[config.mk]
export PLATFORM = sky130hd
export DESIGN_NAME = sha3_digest_axis_tx_flat
export DESIGN_NICKNAME = d
export VERILOG_FILES = /design/src/rtl/sha3_digest_axis_tx_if.sv /design/src/rtl/sha3_digest_axis_tx.sv /design/src/flat_wrapper.sv
export SDC_FILE = /design/constraint.sdc
export NUM_CORES = 1
export LEC_CHECK = 0
export CORE_AREA = 2 2 633 635
export CTS_BUF_LIST = sky130_fd_sc_hd__clkbuf_8
export DETAILED_ROUTE_END_ITERATION = 7
export DIE_AREA = 0 0 635 637
export HOLD_SLACK_MARGIN = 0.12
export SYNTH_ARGS = -nofsm -noshare
export SYNTH_HDL_FRONTEND = slang
export SYNTH_SLANG_ARGS = --single-unit
[constraint.sdc]
create_clock -name ACLK -period 5.15 [get_ports ACLK]
set_input_delay 1.03 -clock ACLK [delete_from_list [all_inputs] [get_ports ACLK]]
set_output_delay 1.03 -clock ACLK [all_outputs]
set_load 0.05 [all_outputs]
[src/rtl/sha3_digest_axis_tx_if.sv]
// -----------------------------------------------------------------------------
// sha3_digest_axis_tx_if
//
// AXI-Stream bundle carrying SHA-3 digest beats from sha3_digest_axis_tx to the
// downstream receiver.
//
// Handshake: a beat transfers on a rising clock edge where TVALID and TREADY
// are both high. Once TVALID is raised it stays high, and TDATA/TKEEP/TLAST/
// TID/TUSER stay constant, until that transfer happens (reset excepted).
// TREADY may change freely and carries no meaning while TVALID is low.
//
// Signals:
//   TVALID  master->slave  beat valid
//   TREADY  slave->master  receiver can accept a beat
//   TDATA   master->slave  DATA_WIDTH digest bits
//   TKEEP   master->slave  byte enables for TDATA
//   TLAST   master->slave  final beat of a digest
//   TID     master->slave  stream ID of the digest
//   TUSER   master->slave  user tag of the digest
// -----------------------------------------------------------------------------
interface sha3_digest_axis_tx_if #(
  parameter int DATA_WIDTH = 16,
  parameter int ID_WIDTH   = 2,
  parameter int USER_WIDTH = 4
) ();

  logic                    TVALID;
  logic                    TREADY;
  logic [DATA_WIDTH-1:0]   TDATA;
  logic [DATA_WIDTH/8-1:0] TKEEP;
  logic                    TLAST;
  logic [ID_WIDTH-1:0]     TID;
  logic [USER_WIDTH-1:0]   TUSER;

  modport master (
    output TVALID,
    input  TREADY,
    output TDATA,
    output TKEEP,
    output TLAST,
    output TID,
    output TUSER
  );

  modport slave (
    input  TVALID,
    output TREADY,
    input  TDATA,
    input  TKEEP,
    input  TLAST,
    input  TID,
    input  TUSER
  );

endinterface

[src/rtl/sha3_digest_axis_tx.sv]
// -----------------------------------------------------------------------------
// sha3_digest_axis_tx
//
// Captures the rate portion (first 512 bits) of a finished Keccak state,
// truncates it to the selected SHA-3 digest length and sends it out as an
// AXI-Stream master, least significant bits first.
//
// Ports:
//   ACLK         clock, all logic on the rising edge
//   ARESETn      synchronous active-low reset
//   state_in     Keccak state, lane (x,y) = state_in[y][x], lane i = x+5y
//   state_valid  one-cycle pulse: state_in is the final permutation result
//   digest_sel   0=SHA3-224 1=SHA3-256 2=SHA3-384 3=SHA3-512 (with state_valid)
//   id_in        stream ID, captured with state_valid
//   user_in      user tag, captured with state_valid
//   busy         high while a digest is held or being sent
//   overrun      one-cycle pulse: state_valid arrived while busy (ignored)
//   dbg_state    current FSM state (0=IDLE, 1=SEND)
//   axis         AXI-Stream master (TVALID/TREADY/TDATA/TKEEP/TLAST/TID/TUSER)
//
// Every output is a register. The registered beat fields are computed from
// the next-state values of the FSM, counter and digest register, so there is
// no combinational path from TREADY to any output.
// -----------------------------------------------------------------------------
module sha3_digest_axis_tx #(
  parameter int DATA_WIDTH = 16,
  parameter int ID_WIDTH   = 2,
  parameter int USER_WIDTH = 4
) (
  input  logic                        ACLK,
  input  logic                        ARESETn,
  input  logic [4:0][4:0][63:0]       state_in,
  input  logic                        state_valid,
  input  logic [1:0]                  digest_sel,
  input  logic [ID_WIDTH-1:0]         id_in,
  input  logic [USER_WIDTH-1:0]       user_in,
  output logic                        busy,
  output logic                        overrun,
  output logic                        dbg_state,
  sha3_digest_axis_tx_if.master       axis
);

  localparam int BYTES     = DATA_WIDTH / 8;
  localparam int MAX_BEATS = 512 / DATA_WIDTH;
  localparam int CNT_W     = $clog2(MAX_BEATS);

  typedef enum logic {
    IDLE = 1'b0,
    SEND = 1'b1
  } state_t;

  // ---------------------------------------------------------------------------
  // Digest geometry helpers
  // ---------------------------------------------------------------------------
  function automatic logic [6:0] digest_bytes(input logic [1:0] sel);
    logic [6:0] d;
    case (sel)
      2'd0:    d = 7'd28;
      2'd1:    d = 7'd32;
      2'd2:    d = 7'd48;
      default: d = 7'd64;
    endcase
    return d;
  endfunction

  // Index of the final beat: ceil(D/BYTES) - 1.
  function automatic logic [CNT_W-1:0] last_beat(input logic [1:0] sel);
    int n;
    n = (int'(digest_bytes(sel)) + BYTES - 1) / BYTES;
    return CNT_W'(n - 1);
  endfunction

  // ---------------------------------------------------------------------------
  // Registers
  // ---------------------------------------------------------------------------
  state_t                  state_q, state_d;
  logic [CNT_W-1:0]        cnt_q, cnt_d;
  logic [1:0]              sel_q, sel_d;
  logic [511:0]            digest_q, digest_d;
  logic [ID_WIDTH-1:0]     tid_q, tid_d;
  logic [USER_WIDTH-1:0]   tuser_q, tuser_d;
  logic                    tvalid_q, tvalid_d;
  logic [DATA_WIDTH-1:0]   tdata_q, tdata_d;
  logic [BYTES-1:0]        tkeep_q, tkeep_d;
  logic                    tlast_q, tlast_d;
  logic                    busy_q, busy_d;
  logic                    overrun_q, overrun_d;

  // Rate lanes 0..7 laid out little-endian: flat bit n = lane n/64, bit n%64.
  logic [511:0]            state_flat;

  // Capacity lanes (and the unused halves of the state) never reach a
  // register; this reduction only marks them as intentionally dropped.
  logic                    capacity_unused;
  assign capacity_unused = ^state_in;

  always_comb begin
    state_flat = '0;
    for (int i = 0; i < 8; i++) begin
      state_flat[i*64 +: 64] = state_in[i/5][i%5];
    end
  end

  // ---------------------------------------------------------------------------
  // Next-state logic
  // ---------------------------------------------------------------------------
  always_comb begin
    state_d   = state_q;
    cnt_d     = cnt_q;
    sel_d     = sel_q;
    digest_d  = digest_q;
    tid_d     = tid_q;
    tuser_d   = tuser_q;
    // A second state arriving while a digest is in flight is dropped and
    // flagged; this includes the cycle of the final handshake.
    overrun_d = state_valid && (state_q == SEND);

    case (state_q)
      IDLE: begin
        if (state_valid) begin
          state_d  = SEND;
          cnt_d    = '0;
          sel_d    = digest_sel;
          digest_d = state_flat;
          tid_d    = id_in;
          tuser_d  = user_in;
        end
      end
      SEND: begin
        // TVALID is high for the whole of SEND, so TREADY alone marks a
        // transfer here.
        if (axis.TREADY) begin
          if (cnt_q == last_beat(sel_q)) begin
            state_d = IDLE;
            cnt_d   = '0;
          end else begin
            cnt_d = cnt_q + CNT_W'(1);
          end
        end
      end
      default: begin
        state_d = IDLE;
        cnt_d   = '0;
      end
    endcase
  end

  // ---------------------------------------------------------------------------
  // Next beat presentation, derived from next-state values
  // ---------------------------------------------------------------------------
  logic [9:0]            base_bit;
  logic [6:0]            base_byte;
  logic [6:0]            dig_bytes_d;
  logic [DATA_WIDTH-1:0] raw_beat;

  always_comb begin
    base_bit    = 10'(cnt_d) * 10'(DATA_WIDTH);
    base_byte   = 7'(cnt_d) * 7'(BYTES);
    dig_bytes_d = digest_bytes(sel_d);
    raw_beat    = digest_d[base_bit +: DATA_WIDTH];

    tvalid_d = (state_d == SEND);
    busy_d   = (state_d == SEND);
    tdata_d  = '0;
    tkeep_d  = '0;
    tlast_d  = 1'b0;

    if (state_d == SEND) begin
      tlast_d = (cnt_d == last_beat(sel_d));
      // A byte is kept only if it lies inside the digest; bytes past the
      // digest length (SHA3-224 tail on wide buses) go out as zero.
      for (int b = 0; b < BYTES; b++) begin
        if ((base_byte + 7'(b)) < dig_bytes_d) begin
          tkeep_d[b]        = 1'b1;
          tdata_d[b*8 +: 8] = raw_beat[b*8 +: 8];
        end
      end
    end
  end

  // ---------------------------------------------------------------------------
  // State and output registers
  // ---------------------------------------------------------------------------
  always_ff @(posedge ACLK) begin
    if (!ARESETn) begin
      state_q   <= IDLE;
      cnt_q     <= '0;
      sel_q     <= '0;
      digest_q  <= '0;
      tid_q     <= '0;
      tuser_q   <= '0;
      tvalid_q  <= 1'b0;
      tdata_q   <= '0;
      tkeep_q   <= '0;
      tlast_q   <= 1'b0;
      busy_q    <= 1'b0;
      overrun_q <= 1'b0;
    end else begin
      state_q   <= state_d;
      cnt_q     <= cnt_d;
      sel_q     <= sel_d;
      digest_q  <= digest_d;
      tid_q     <= tid_d;
      tuser_q   <= tuser_d;
      tvalid_q  <= tvalid_d;
      tdata_q   <= tdata_d;
      tkeep_q   <= tkeep_d;
      tlast_q   <= tlast_d;
      busy_q    <= busy_d;
      overrun_q <= overrun_d;
    end
  end

  assign axis.TVALID = tvalid_q;
  assign axis.TDATA  = tdata_q;
  assign axis.TKEEP  = tkeep_q;
  assign axis.TLAST  = tlast_q;
  assign axis.TID    = tid_q;
  assign axis.TUSER  = tuser_q;
  assign busy        = busy_q;
  assign overrun     = overrun_q;
  assign dbg_state   = state_q;

endmodule
[src/flat_wrapper.sv]
// flat-port wrapper written by rule: the top's interface ports become plain ports
module sha3_digest_axis_tx_flat 
#(
  parameter int DATA_WIDTH = 16,
  parameter int ID_WIDTH   = 2,
  parameter int USER_WIDTH = 4
)
  (ACLK, ARESETn, state_in, state_valid, digest_sel, id_in, user_in, busy, overrun, dbg_state, axis_TVALID, axis_TREADY, axis_TDATA, axis_TKEEP, axis_TLAST, axis_TID, axis_TUSER);
  sha3_digest_axis_tx_if #(.DATA_WIDTH(DATA_WIDTH), .ID_WIDTH(ID_WIDTH), .USER_WIDTH(USER_WIDTH)) axis_i ();
  input  logic ACLK;
  input  logic ARESETn;
  input  logic [4:0][4:0][63:0] state_in;
  input  logic state_valid;
  input  logic [1:0] digest_sel;
  input  logic [ID_WIDTH-1:0] id_in;
  input  logic [USER_WIDTH-1:0] user_in;
  output logic busy;
  output logic overrun;
  output logic dbg_state;
  output wire logic [$bits(axis_i.TVALID)-1:0] axis_TVALID;
  input wire logic [$bits(axis_i.TREADY)-1:0] axis_TREADY;
  output wire logic [$bits(axis_i.TDATA)-1:0] axis_TDATA;
  output wire logic [$bits(axis_i.TKEEP)-1:0] axis_TKEEP;
  output wire logic [$bits(axis_i.TLAST)-1:0] axis_TLAST;
  output wire logic [$bits(axis_i.TID)-1:0] axis_TID;
  output wire logic [$bits(axis_i.TUSER)-1:0] axis_TUSER;
  assign axis_TVALID = axis_i.TVALID;
  assign axis_i.TREADY = axis_TREADY;
  assign axis_TDATA = axis_i.TDATA;
  assign axis_TKEEP = axis_i.TKEEP;
  assign axis_TLAST = axis_i.TLAST;
  assign axis_TID = axis_i.TID;
  assign axis_TUSER = axis_i.TUSER;
  sha3_digest_axis_tx #(.DATA_WIDTH(DATA_WIDTH), .ID_WIDTH(ID_WIDTH), .USER_WIDTH(USER_WIDTH)) u_core (.ACLK(ACLK), .ARESETn(ARESETn), .state_in(state_in), .state_valid(state_valid), .digest_sel(digest_sel), .id_in(id_in), .user_in(user_in), .busy(busy), .overrun(overrun), .dbg_state(dbg_state), .axis(axis_i));
endmodule
After elaboration in Yosys (flattened, before gate mapping) --
Index checks and enable logic that the tools add are counted.
Cells by class: add/subtract/negate cells 10, multipliers 0, divide/modulo/power cells 0, $lt $le $gt $ge 2, equal/unequal tests 6, shift-type cells 1, mux-type cells 19, bitwise gates (word level) 3, reductions and logical operators 7
Operators by type and width (count):
- two-way mux 512 bit | 2
- variable part select 512 x 10 -> 16 bit | 1
- one-hot mux 7 bit (3 select lines) | 2
- two-way mux 7 bit | 3
- subtractor 8 x 1 -> 9 bit, second input constant | 2
- adder 7 x 2 -> 8 bit, second input constant | 2
- two-way mux 5 bit | 3
- adder 5 x 1 -> 5 bit | 2
- == test 5 bit | 2
- one-hot mux 5 bit (2 select lines) | 1
- subtractor 5 x 2 -> 5 bit, second input constant | 2
- adder 6 x 1 -> 7 bit, second input constant | 1
- < comparator 6 x 7 -> 1 bit | 1
- < comparator 7 bit | 1
- AND reduction 3 bit | 2
- adder 5 x 1 -> 5 bit, second input constant | 1
- two-way mux 1 bit | 5
- == test 2 x 1 -> 1 bit, second input constant | 2
- == test 2 bit, second input constant | 2
- logical NOT 2 bit | 2
- two-way mux 2 bit | 2
- AND reduction 2 bit | 2
- AND 1 bit | 2
- one-hot mux 1 bit (2 select lines) | 1
- 2 further kinds | 2
Storage, ports and cells: flip-flop bits (word level) 546, bits in latches 0, bits in writable memories 0, ROM bits 0, word-level logic and storage cells 59, memories 0

Depth between registers and ports, before layout --
depth in word-level cells 20, gate-level depth with buffers 17

Least setup slack after synthesis --
No wires, ideal clock.
kind in2reg, start point input state_valid, end point register u_core.tdata_q[12] (netlist: u_core.axis.TDATA[12]), setup time 86 ps, data arrival time 3817 ps, data required time 5064 ps, slack 1247 ps, stages on the path 16, buffers on the path 6, path through buf_2 > and2b_1 > buf_4 > buf_2 > buf_2 > buf_1 > mux2i_1 > ha_1 > inv_1 > ha_1 > a21oi_1 > o21ai_1 > a31oi_1 > o21ai_2 > buf_2 > a211oi_1
Between the ends: cells in the longest elaborated chain, start to end 6, elaborated cells between the ends (all ways) 16
Ends and longest elaborated chain:
- start: declaration | RTL line flat_wrapper.sv:13 | input logic state_valid;
- parallel branches: the longest is 6 deep, another holds adder 6 x 1 -> 7 bit
- end signal: assignment | RTL line sha3_digest_axis_tx.sv:206 | tdata_q <= tdata_d;
- end: declaration | RTL line sha3_digest_axis_tx.sv:83 | logic [DATA_WIDTH-1:0] tdata_q, tdata_d;
Parallel ways; which one is timed is not known. A chain may end at the register's enable or synchronous reset.

Worst setup path after layout --
start point input axis_TREADY, end point register u_core.tdata_q[1] (netlist: u_core.axis.TDATA[1])
Between the ends: cells in the longest elaborated chain, start to end 4, elaborated cells between the ends (all ways) 7
Ends and longest elaborated chain:
- start: declaration | RTL line flat_wrapper.sv:21 | input wire logic [$bits(axis_i.TREADY)-1:0] axis_TREADY;
- parallel branches: the longest is 4 deep, another holds variable part select 512 x 10 -> 16 bit
Parallel ways; which one is timed is not known.

==> reports/qor.csv <==
stage,metric,value,unit
synthesis,synth-seq-cells,545,
placed_design,hpwl,137,mm
clock_tree,cts_tree,yes,
placed_design,placed_cell_area,39600,µm²
synthesis,ys_top_cells_by_area,"dfxtp_1 (39%), nand2_1 (17%), a21boi_0 (14%)",
cells_and_area,fin_nets,5636,
hold_path,hold_path.startpoint,u_core.digest_q[425]$_SDFF_PN0_,
synthesis,synth_edf_count,0,
floorplanning,start_util,6.99,%
drt,wirelength,173,mm
floorplanning,die_y,637,µm
sta,holdWs,461,ps
setup_path,crit_arrival,4740,ps
synthesis,synthFlopType,dfxtp_1,
sta,finalSetupTns,0,ps
sta,rsz0062_at_grt,no,
drt,vias,27335,
pwr,p_leak,13.5,nW
sta,slew_viol_final,0,
synthesis,yosysTopAreaCellShare,39.2,%
synthesis,synth.distinct_cells,61,
pwr,p_per_area,274,nW/µm²
sta,min_period_over_period,79.6,%
setup_path,critPathKind,input port to flip-flop,
floorplanning,die_area,404000,µm²
floorplanning,die_x,635,µm
grt,grt_max_degree,226,
clock_tree,cts_made_buffers,103,
clock_tree,cts_max_path_buffers,3,
floorplanning,core,398000,µm²
hold_path,min-delay-path-class,flip-flop to flip-flop,
synthesis,netlist_area,27800,µm²
clock_tree,clock_latency,840,ps
clock_tree,clock-sinks,545,
grt,grt_pass1_vias,25273,
clock_tree,cts_setup_buffers,0,
drt,route.detailed.drc,0,
synthesis,yosysMostFrequentCell,nand2_1,
synthesis,ys_warn_count,0,
sta,finalHoldViolCount,0,
cells_and_area,fill_cells,46116,
synthesis,netlist_instances,3586,
sta,min_period,4100,ps
drt,ant_nets,0,
synthesis,yosysSeqAreaShare,39.2,%
clock_tree,cts_root_buf,clkbuf_8,
sta,maxSlewHeadroom,13.4,%
sta,clock_skew,84.3,ps
floorplanning,rows,232,
placed_design,numPortBuffers,552,
clock_tree,clkTransAtPathRegs,60,ps
cells_and_area,final_cell_area,41900,µm²
clock_tree,post_cts_resized,0,
placed_design,dp.cells,9177,
synthesis,syn_nets,5205,
flow_run,maxCapViolCount,0,
synthesis,async_flop_share,0,%
sta,worst_pin_slew,1300,ps
clock_tree,holdBufCountCts,0,
drt,first_pass_iters,5,
setup_path,regToRegStartpoint,u_core.cnt_q[0]$_SDFF_PN0_,
sta,finalSetupViolations,0,
grt,antenna_found_initial,140,
grt,grt_pass1_wl,225,mm
setup_path,crit_path_start,axis_TREADY,
setup_path,start_kind,input port,
drt,vias_per_cell,2.90,
synthesis,avgSynthCellArea,7.76,µm²
placed_design,place_congestion,0.811,
pwr,ir_drop,0.187,mV
cells_and_area,final_cell_count_no_fill,9416,
sta,max_freq,244,MHz
setup_path,crit_fanout,29,
floorplanning,ios,1641,
setup_path,required,5780,ps
synthesis,synthTopCellsByCount,"nand2_1 (1274), dfxtp_1 (545), a21boi_0 (520)",
synthesis,synth_top_cell_by_area,dfxtp_1,
cells_and_area,area_growth_syn_to_layout,50.6,%
grt,track_usage,8.18,%
grt,grt-ovfl-total,0,
setup_path,regToRegSetupSlack,1190,ps
clock_tree,htree_levels,3,
drt,routedWlPerCell,18.4,µm
cells_and_area,drive_gt1_share,7.69,%
status,status,"finished, final reports clean",
drt,drt_iter0_markers,2011,
setup_path,end_kind,flip-flop,
where the power goes:
group	switching (mW)	total, mW	internal [mW]
logic	1.27	2.17	0.900
registers	0.147	4.60	4.46
clock network	2.21	4.71	2.50
total	3.63	11.5	7.86
placed cells by master (no fill, tap or decap), drive strengths merged, types with 59 or more instances in the layout:
master         count
a211oi            93
a21boi           520
a21oi            105
buf               96
clkbuf           120
clkdlybuf4s50    548
dfxtp            545
inv               59
mux2i            228
nand2           1276
nand3             65
nor2              91
o21ai             80
critical path, stage by stage:
cell             delay, ps
clkdlybuf4s50_1        570
and2_1                 330
nor2_2                 110
a32oi_4                390
nand2_8                240
inv_4                  500
ha_1                   250
inv_1                   40
a21oi_1                130
o21ai_1                 80
a31oi_1                230
o21ai_2                120
buf_4                  240
a211oi_1               380
metal layers:
| metal | wire [µm] | track usage [%] |
|---|---|---|
| met3 | 14200 | 2.46 |
| met5 | 361 | 0 |
| met2 | 73400 | 12.2 |
| met1 | 75800 | 10.5 |
| met4 | 9310 | 4.27 |
per-stage QoR:
step           utilization, %  worst slack [ps]  power [mW]
6_report                 10.5              1050        11.5
5_1_grt                  10.5               976        12.0
4_1_cts                  10.5              1080        11.7
3_5_place_dp             9.95               156        6.90
3_3_place_gp             9.95               160        6.88
2_1_floorplan               -              1250        5.72
final timing paths:
path | end | depth (start not counted)
worst min-delay path | u_core.digest_q[425]$_SDFF_PN0_ | 2
worst max register to register | u_core.axis.TDATA[1]$_SDFF_PN0_ | 12
worst min register to register | u_core.digest_q[425]$_SDFF_PN0_ | 2
worst max-delay path | u_core.axis.TDATA[1]$_SDFF_PN0_ | 14
cell type report:
type,count,area (µm²),area share (%)
diodes,54,135,0.322
clock buffers,120,1650,3.94
multi-input cells,2700,15500,37.0
repair buffers,644,6480,15.5
well taps,5265,6590,15.7
flip-flops and latches,545,10900,26.0
clock inverters,65,537,1.28
inverters,23,90.1,0.215
flip-flops by register name, indices dropped and copies added, names as in the netlist:
signal / cells
u_core.axis.TUSER: 4
u_core.overrun: 1
u_core.dbg_state: 1
u_core.digest_q: 512
u_core.axis.TKEEP: 1
u_core.axis.TID: 2
u_core.axis.TLAST: 1
u_core.axis.TDATA: 16
u_core.sel_q: 2
u_core.cnt_q: 5
kinds of logic (layout without fill, tap and decap cells):
logic type,Yosys count,in the layout,synth area share [%]
DFF,545,545,39.2
muxes,263,263,9.62
other,0,54,0
and+or+nand+nor,1479,1479,20.8
buffers and inverters,341,852,5.40
xor gates and xnor gates,5,5,0.184
AOI/OAI and AO/OA,946,946,24.5
adders and majority gates,7,7,0.315
Power figures use the tool's default switching activity.
